File: src/rtl/biriscv_alu_pipe.sv
`default_nettype none
// +----------------------------------------------------------------------------+
// | biriscv_alu_pipe : registered ALU with valid/ready handshake and optional  |
// |                    iterative shifter (SHIFT_STEP bits per cycle)           |
// | Rev 1.0                                                                    |
// +----------------------------------------------------------------------------+
module biriscv_alu_pipe #(
  parameter int XLEN       = 32,
  parameter int SHIFT_STEP = 0
) (
  input  logic            clk_i,
  input  logic            rst_ni,
  input  logic            flush_i,
  input  logic            valid_i,
  output logic            ready_o,
  input  logic [3:0]      alu_op_i,
  input  logic [XLEN-1:0] alu_a_i,
  input  logic [XLEN-1:0] alu_b_i,
  output logic            valid_o,
  input  logic            ready_i,
  output logic [XLEN-1:0] alu_p_o,
  output logic            zero_o
);

  localparam int SHW = $clog2(XLEN);

  localparam logic [3:0] OP_SHIFTL       = 4'd1;
  localparam logic [3:0] OP_SHIFTR       = 4'd2;
  localparam logic [3:0] OP_SHIFTR_ARITH = 4'd3;
  localparam logic [3:0] OP_ADD          = 4'd4;
  localparam logic [3:0] OP_SUB          = 4'd6;
  localparam logic [3:0] OP_AND          = 4'd7;
  localparam logic [3:0] OP_OR           = 4'd8;
  localparam logic [3:0] OP_XOR          = 4'd9;
  localparam logic [3:0] OP_LESS_THAN    = 4'd10;
  localparam logic [3:0] OP_LESS_THAN_S  = 4'd11;
  localparam logic [3:0] OP_ROTL         = 4'd12;
  localparam logic [3:0] OP_ROTR         = 4'd13;

  localparam logic [SHW-1:0] STEP_AMT = SHW'(SHIFT_STEP);

  typedef enum logic [1:0] {
    S_IDLE  = 2'd0,
    S_SHIFT = 2'd1,
    S_DONE  = 2'd2
  } state_t;

  function automatic logic is_shift(input logic [3:0] op);
    return (op == OP_SHIFTL) || (op == OP_SHIFTR) || (op == OP_SHIFTR_ARITH) ||
           (op == OP_ROTL) || (op == OP_ROTR);
  endfunction

  // Rotates take the matching half of the operand concatenated with itself.
  function automatic logic [XLEN-1:0] shift_op(input logic [3:0]      op,
                                               input logic [XLEN-1:0] val,
                                               input logic [SHW-1:0]  amt);
    logic [2*XLEN-1:0] dbl;
    logic [XLEN-1:0]   res;
    dbl = {val, val};
    res = val;
    case (op)
      OP_SHIFTL:       res = val << amt;
      OP_SHIFTR:       res = val >> amt;
      OP_SHIFTR_ARITH: res = $unsigned($signed(val) >>> amt);
      OP_ROTL: begin
        dbl = dbl << amt;
        res = dbl[2*XLEN-1:XLEN];
      end
      OP_ROTR: begin
        dbl = dbl >> amt;
        res = dbl[XLEN-1:0];
      end
      default: res = val;
    endcase
    return res;
  endfunction

  function automatic logic [XLEN-1:0] alu_fn(input logic [3:0]      op,
                                             input logic [XLEN-1:0] a,
                                             input logic [XLEN-1:0] b);
    logic [XLEN-1:0] res;
    case (op)
      OP_ADD:         res = a + b;
      OP_SUB:         res = a - b;
      OP_AND:         res = a & b;
      OP_OR:          res = a | b;
      OP_XOR:         res = a ^ b;
      OP_LESS_THAN:   res = {{(XLEN-1){1'b0}}, (a < b)};
      OP_LESS_THAN_S: res = {{(XLEN-1){1'b0}}, ($signed(a) < $signed(b))};
      OP_SHIFTL, OP_SHIFTR, OP_SHIFTR_ARITH, OP_ROTL, OP_ROTR:
                      res = shift_op(op, a, b[SHW-1:0]);
      default:        res = a;
    endcase
    return res;
  endfunction

  state_t          state_q, state_d;
  logic [3:0]      op_q, op_d;
  logic [XLEN-1:0] work_q, work_d;
  logic [SHW-1:0]  cnt_q, cnt_d;
  logic [XLEN-1:0] result_q, result_d;
  logic            zero_q, zero_d;

  logic            accept_w;
  logic [SHW-1:0]  step_w;
  logic [XLEN-1:0] shifted_w;

  assign ready_o   = (state_q == S_IDLE) || ((state_q == S_DONE) && ready_i);
  assign accept_w  = valid_i && ready_o && !flush_i;
  assign step_w    = (cnt_q > STEP_AMT) ? STEP_AMT : cnt_q;
  assign shifted_w = shift_op(op_q, work_q, step_w);

  assign valid_o = (state_q == S_DONE);
  assign alu_p_o = result_q;
  assign zero_o  = zero_q;

  always_comb begin
    state_d  = state_q;
    op_d     = op_q;
    work_d   = work_q;
    cnt_d    = cnt_q;
    result_d = result_q;
    zero_d   = zero_q;
    if (flush_i) begin
      state_d = S_IDLE;
      cnt_d   = '0;
    end else if (accept_w) begin
      if ((SHIFT_STEP != 0) && is_shift(alu_op_i) && (alu_b_i[SHW-1:0] != '0)) begin
        state_d = S_SHIFT;
        op_d    = alu_op_i;
        work_d  = alu_a_i;
        cnt_d   = alu_b_i[SHW-1:0];
      end else begin
        state_d  = S_DONE;
        result_d = alu_fn(alu_op_i, alu_a_i, alu_b_i);
        zero_d   = (result_d == '0);
      end
    end else begin
      case (state_q)
        S_SHIFT: begin
          work_d = shifted_w;
          cnt_d  = cnt_q - step_w;
          // Final partial step lands the result and releases the handshake.
          if (cnt_q == step_w) begin
            state_d  = S_DONE;
            result_d = shifted_w;
            zero_d   = (shifted_w == '0);
          end
        end
        S_DONE: begin
          if (ready_i) state_d = S_IDLE;
        end
        default: ;
      endcase
    end
  end

  always_ff @(posedge clk_i or negedge rst_ni) begin
    if (!rst_ni) begin
      state_q  <= S_IDLE;
      op_q     <= '0;
      work_q   <= '0;
      cnt_q    <= '0;
      result_q <= '0;
      zero_q   <= 1'b0;
    end else begin
      state_q  <= state_d;
      op_q     <= op_d;
      work_q   <= work_d;
      cnt_q    <= cnt_d;
      result_q <= result_d;
      zero_q   <= zero_d;
    end
  end

endmodule
`default_nettype wire

File: config.mk
export PLATFORM = sky130hd
export DESIGN_NAME = biriscv_alu_pipe
export DESIGN_NICKNAME = d
export VERILOG_FILES = /design/src/rtl/biriscv_alu_pipe.sv
export SDC_FILE = /design/constraint.sdc
export NUM_CORES = 1
export LEC_CHECK = 0
export CAP_MARGIN = 20
export CORE_MARGIN = 2
export CORE_UTILIZATION = 50
export DETAILED_ROUTE_END_ITERATION = 12
export GPL_TIMING_DRIVEN = 0
export PLACE_DENSITY = 0.7
export REMOVE_ABC_BUFFERS = 1
export SYNTH_ARGS = -nofsm -noshare
export SYNTH_HDL_FRONTEND = slang
export SYNTH_SLANG_ARGS = --single-unit
File: constraint.sdc
create_clock -name clk_i -period 2.91 [get_ports clk_i]
set_input_delay 0.291 -clock clk_i [delete_from_list [all_inputs] [get_ports clk_i]]
set_output_delay 0.291 -clock clk_i [all_outputs]
set_load 0.03 [all_outputs]
==> results.tsv, run 1 <==
stage	metric	value	unit
placed_design	post-DP HPWL	61.4	mm
floorplanning	Top Ports	108	
floorplanning	Die Wd	171	µm
yosys	Post-Syn Area per Cell	7.24	µm²
floorplanning	Starting Density	0.506	
yosys	post-synthesis cell type count	104	
yosys	register area share after synthesis	0.0608	
yosys	EDFF count, synth	0	
placed_design	dpl ws	-4080	ps
cts	root buffer cell	clkbuf_16	
outcome	Stopped at	global routing	
global_routing	GRT overflow	103	
yosys	count leader, synth	nand2_1	
global_routing	largest net degree at the start of global routing	59	
cts	hold buffers post-CTS	0	
yosys	Syn Std Cell Area	14000	µm²
floorplanning	placement row count	61	
yosys	post-synth top area cell	ha_1	
cts	# clock sinks	34	
yosys	post-synth top area share	0.102	
floorplanning	die height	171	µm
placed_design	DP Area	15100	µm²
yosys	synthesis-stage register bit count	34	
cts	H-tree Lvls	2	
yosys	Post-Syn Instances	1932	
cts	CTS Buf Count	5	
yosys	Warnings, synthesis	0	
cts	CTS Buffer Depth	2	
placed_design	placer's final routability congestion estimate	1.15	
sta	Worst EP post-GRT repair	zero_o$_DFFE_PN0P_/D	
outcome	status	did not finish	
yosys	synth cell count leaders	nand2_1 (218), nor2_1 (164), a21oi_1 (117), ha_1 (114), o21ai_0 (103)	
outcome	tool error	[ERROR GRT-0232] Routing congestion too high. Check the congestion heatmap in the GUI.	
yosys	Synth area leaders	ha_1 (10%), mux4_2 (7.1%), dfrtp_1 (6.1%)	
yosys	asr flop ratio synth	1.00	
placed_design	Cells after DPL	2268	
global_routing	GRT Total Usage	0.751	
placed_design	port bufs	107	
sta	worst_ep kind	register data pin	
yosys	Main synth FF type	dfrtp_1	
-- cells by family after synthesis --
logic type / after synthesis / synth area share
xor gates and xnor gates: 18 / 0.0113
DFF: 34 / 0.0608
adders and majority gates: 116 / 0.105
AOI/OAI and AO/OA: 647 / 0.324
muxes: 186 / 0.184
buffers and inverters: 282 / 0.0954
and+or+nand+nor: 649 / 0.220
-- routing by layer --
layer,overflow,global-route usage
met3,0,0.589
met2,54,0.903
met5,0,0.223
met1,1,0.784
met4,48,0.721
-- metrics by stage --
| stage | hold slack [ps] | util | TNS [ps] |
|---|---|---|---|
| 4_1_cts | 76.0 | 0.667 | -3480 |
| 3_5_place_dp | 381 | 0.546 | -61130 |
| 3_3_place_gp | 468 | 0.528 | -223790 |
| 2_1_floorplan | -4.59 | - | -7270 |
-- timing repair --
item                                    4_1_cts
resized for setup                           639
pin swaps                                    94
endpoints found under the setup margin       33
gates cloned                                 18
buffers inserted                            126
==> run 2: changes to the inputs <==
CORE_UTILIZATION = 35   (was 50)
PLACE_DENSITY = default   (was 0.7)
PLACE_DENSITY_LB_ADDON = 0.15   (was default)
clock period = 3.8 ns   (was 2.91 ns; I/O delays follow)
==> run 2 against run 1 <==
  * The flow now finishes, with violations (setup timing)
  * Synthesized cell count stayed put
  * Area after synthesis stayed put
==> results.tsv, run 2 <==
stage	metric	value	unit	change
outcome	status	finished, violations left		
outcome	failing checks	setup timing		
floorplanning	Die Wd	204	µm	+19%
final_layout	commonest non-fill, non-tap cell in the layout	nand2_1		
worst_setup_path	RR Endpoint	zero_o		
placed_design	post-DP HPWL	70.9	mm	+16%
final_layout	area of the multi-input gates	13400	µm²	
yosys	Synth area leaders	ha_1 (10%), mux4_2 (7.1%), dfrtp_1 (6.1%)		
worst_setup_path	critical path endpoint	zero_o		
sta	Max-slew headroom	0.168		
placed_design	port bufs	107		unchanged
sta	Final Hold Vio Count	0		
yosys	post-synth top area cell	ha_1		
global_routing	vias in the first global route	17951		
global_routing	initial antenna violation count	10		
worst_setup_path	worst setup path category	in -> reg		
cts	clock slew at reported path FFs	60	ps	
worst_setup_path	worst r2r src	state_q[1]		
sta	Final min period	4540	ps	
final_layout	fill count	3984		
drt	met3 WL	13.8	mm	
worst_setup_path	Max stage delay cell, worst path	o32ai_2		
yosys	post-synth top area share	0.102		unchanged
yosys	EDFF count, synth	0		unchanged
yosys	Post-Syn Area per Cell	7.24	µm²	unchanged
drt	routed wl met2	41.5	mm	
drt	router iterations before antenna repair	6		
worst_setup_path	Crit path required time	3990	ps	
sta	fmax	220	MHz	
placed_design	placer's final routability congestion estimate	1.05		-8.7%
yosys	synth cell count leaders	nand2_1 (218), nor2_1 (164), a21oi_1 (117), ha_1 (114), o21ai_0 (103)		
yosys	register area share after synthesis	0.0608		unchanged
global_routing	GRT Total Usage	0.478		
sta	final worst-path setup slack	-743	ps	
floorplanning	Starting Density	0.354		-0.153
pwr	Worst VDD drop	0.369	mV	
floorplanning	placement row count	73		+20%
drt	Routed Wire Length	102	mm	
drt	met1 WL	37.5	mm	
sta	clk_skew	6.89	ps	
floorplanning	die area	41600	µm²	
sta	fin. max-slew vios	0		
yosys	post-synthesis cell type count	104		unchanged
yosys	Syn Std Cell Area	14000	µm²	unchanged
floorplanning	die height	204	µm	+19%
cts	H-tree Lvls	2		unchanged
sta	setup violators final	3		
yosys	Main synth FF type	dfrtp_1		
final_layout	sequential cell area	851	µm²	
pwr	Power Dens Cells	235	nW/µm²	
drt	total number of vias	18957		
placed_design	Cells after DPL	2419		+6.7%
yosys	Warnings, synthesis	0		unchanged
sta	Least-Margin Pin Slew	1250	ps	
sta	final hold slack	155	ps	
floorplanning	core area	39500	µm²	
drt	Avg WL per Cell	39.6	µm	
cts	CTS tree	done		
worst_setup_path	Arr. time, crit path	4730	ps	
final_layout	Layout area overhead	34.1	%	
yosys	asr flop ratio synth	1.00		unchanged
final_layout	commonest non-fill, non-tap cells in the layout	nand2_1 (212), nor2_1 (154), buf_4 (135)		
cts	# clock sinks	34		unchanged
sta	RSZ-0062 raised after global routing	yes		
drt	1st-iter DRT viols	2255		
cts	root buffer cell	clkbuf_16		
drt	Max Used Layer	met5		
yosys	count leader, synth	nand2_1		
drt	DRC	0		
worst_setup_path	Critical Path Most Common Cell	buf_16		
final_layout	layout cells sized above 1	0.287		
global_routing	first-pass GRT wire length	141	mm	
final_layout	Final Non-Filler Cells	2582		
final_layout	nets@finish	2241		
global_routing	largest net degree at the start of global routing	48		
cts	CTS Buf Count	5		unchanged
final_layout	max reg flops	32		
run	Max-Cap Viols	0		
hold_path	worst min path class	in -> async		
drt	vias per inst	7.34		
worst_setup_path	crit end category	register		
worst_setup_path	Reg2Reg Depth	13		
worst_setup_path	CP cell instances	buf_16 > buf_16 > inv_2 > ha_1 > mux2i_1 > o22ai_1 > a221oi_1 > o21ai_1 > o32ai_2 > o2111ai_1 > or4b_1 > or4b_4 > o41ai_2		
drt	post-route ant nets	0		
yosys	Post-Syn Instances	1932		unchanged
cts	Worst-Skew Late Latency	290	ps	
worst_setup_path	worst setup path start	alu_b_i[0]		
sta	Final period util	1.20		
floorplanning	Top Ports	108		unchanged
worst_setup_path	startpoint types	primary input		
cts	CTS Buffer Depth	2		unchanged
worst_setup_path	delay of the slowest cell on the worst path	510	ps	
worst_setup_path	R2R Setup Slk	-390	ps	
worst_setup_path	CP max FO	11		
global_routing	GRT overflow	0		
pwr	P_leak	7.29	nW	
yosys	synthesis-stage register bit count	34		unchanged
==> run 2: cell counts after synthesis <==
No cell type changed its count.
==> run 2: how the worst min path moves through the flow <==
stage	end	slack [ps]
final	alu_p_o[25]	150
after global routing	alu_p_o[25]	230
after CTS	alu_p_o[25]	180
after detailed placement	alu_p_o[19]	470
after global placement	alu_p_o[19]	460
after floorplan	alu_p_o[0]	80
==> run 2: critical path, delay by kind of cell <==
kind / cells / cell delay [ps]
buffers and inverters: 3 / 490
adders and majority gates: 1 / 360
and+or+nand+nor: 2 / 1000
AOI/OAI and AO/OA: 6 / 2170
muxes: 1 / 320
==> run 2: what timing repair did <==
item                                    CTS  global route
resized for setup                       540            52
pin swaps                                86            34
endpoints found under the setup margin   32             7
cloned                                   15             3
setup buffers                           112            20
hold buffers                              0             0
==> run 2: through the flow <==
step           power (W)  utilization  setup WS [ps]  TNS (ps)  cell area (µm²)
2_1_floorplan    0.00194            -          -1270     -1270            13000
3_3_place_gp     0.00322        0.373          -8820   -212440            14800
3_5_place_dp     0.00322        0.388          -3320    -42130            15300
4_1_cts          0.00417        0.463           -589      -589            18300
5_1_grt          0.00453        0.474           -788      -788            18800
6_report         0.00441        0.474           -743      -808            18800
==> run 2: kinds of logic (layout without fill, tap and decap cells) <==
group / after synthesis / after routing / synth area share
XOR/XNOR: 18 / 18 / 0.0113
AND/OR/NAND/NOR: 649 / 649 / 0.220
multiplexers: 186 / 186 / 0.184
AO/OA/AOI/OAI: 647 / 647 / 0.324
flip-flops: 34 / 34 / 0.0608
adder cells (fa/ha/maj): 116 / 116 / 0.105
buffers and inverters: 282 / 403 / 0.0954
other: 0 / 4 / 0
==> run 2: area by class of cell <==
class                   count  share of cell area
inverters                 103              0.0233
repair inverters            1            0.000267
clock buffers               6             0.00740
clock inverters             2            0.000667
diodes                      4            0.000534
multi-input cells        1616               0.715
well taps                 525              0.0350
repair buffers            291               0.172
flip-flops and latches     34              0.0453
==> run 2: routing by layer <==
layer  vias up  global-route usage
met5         -             0.00714
met4        16               0.338
met3       508               0.176
met2      1606               0.694
met1      9229               0.581
li1       7598                   -
==> run 2: power breakdown <==
part           internal, W  switching [W]  leakage [nW]
logic              0.00131        0.00220          6.80
clock network     0.000259       0.000156        0.0729
registers         0.000445      0.0000467         0.419
(Power assumes the default switching activity.)
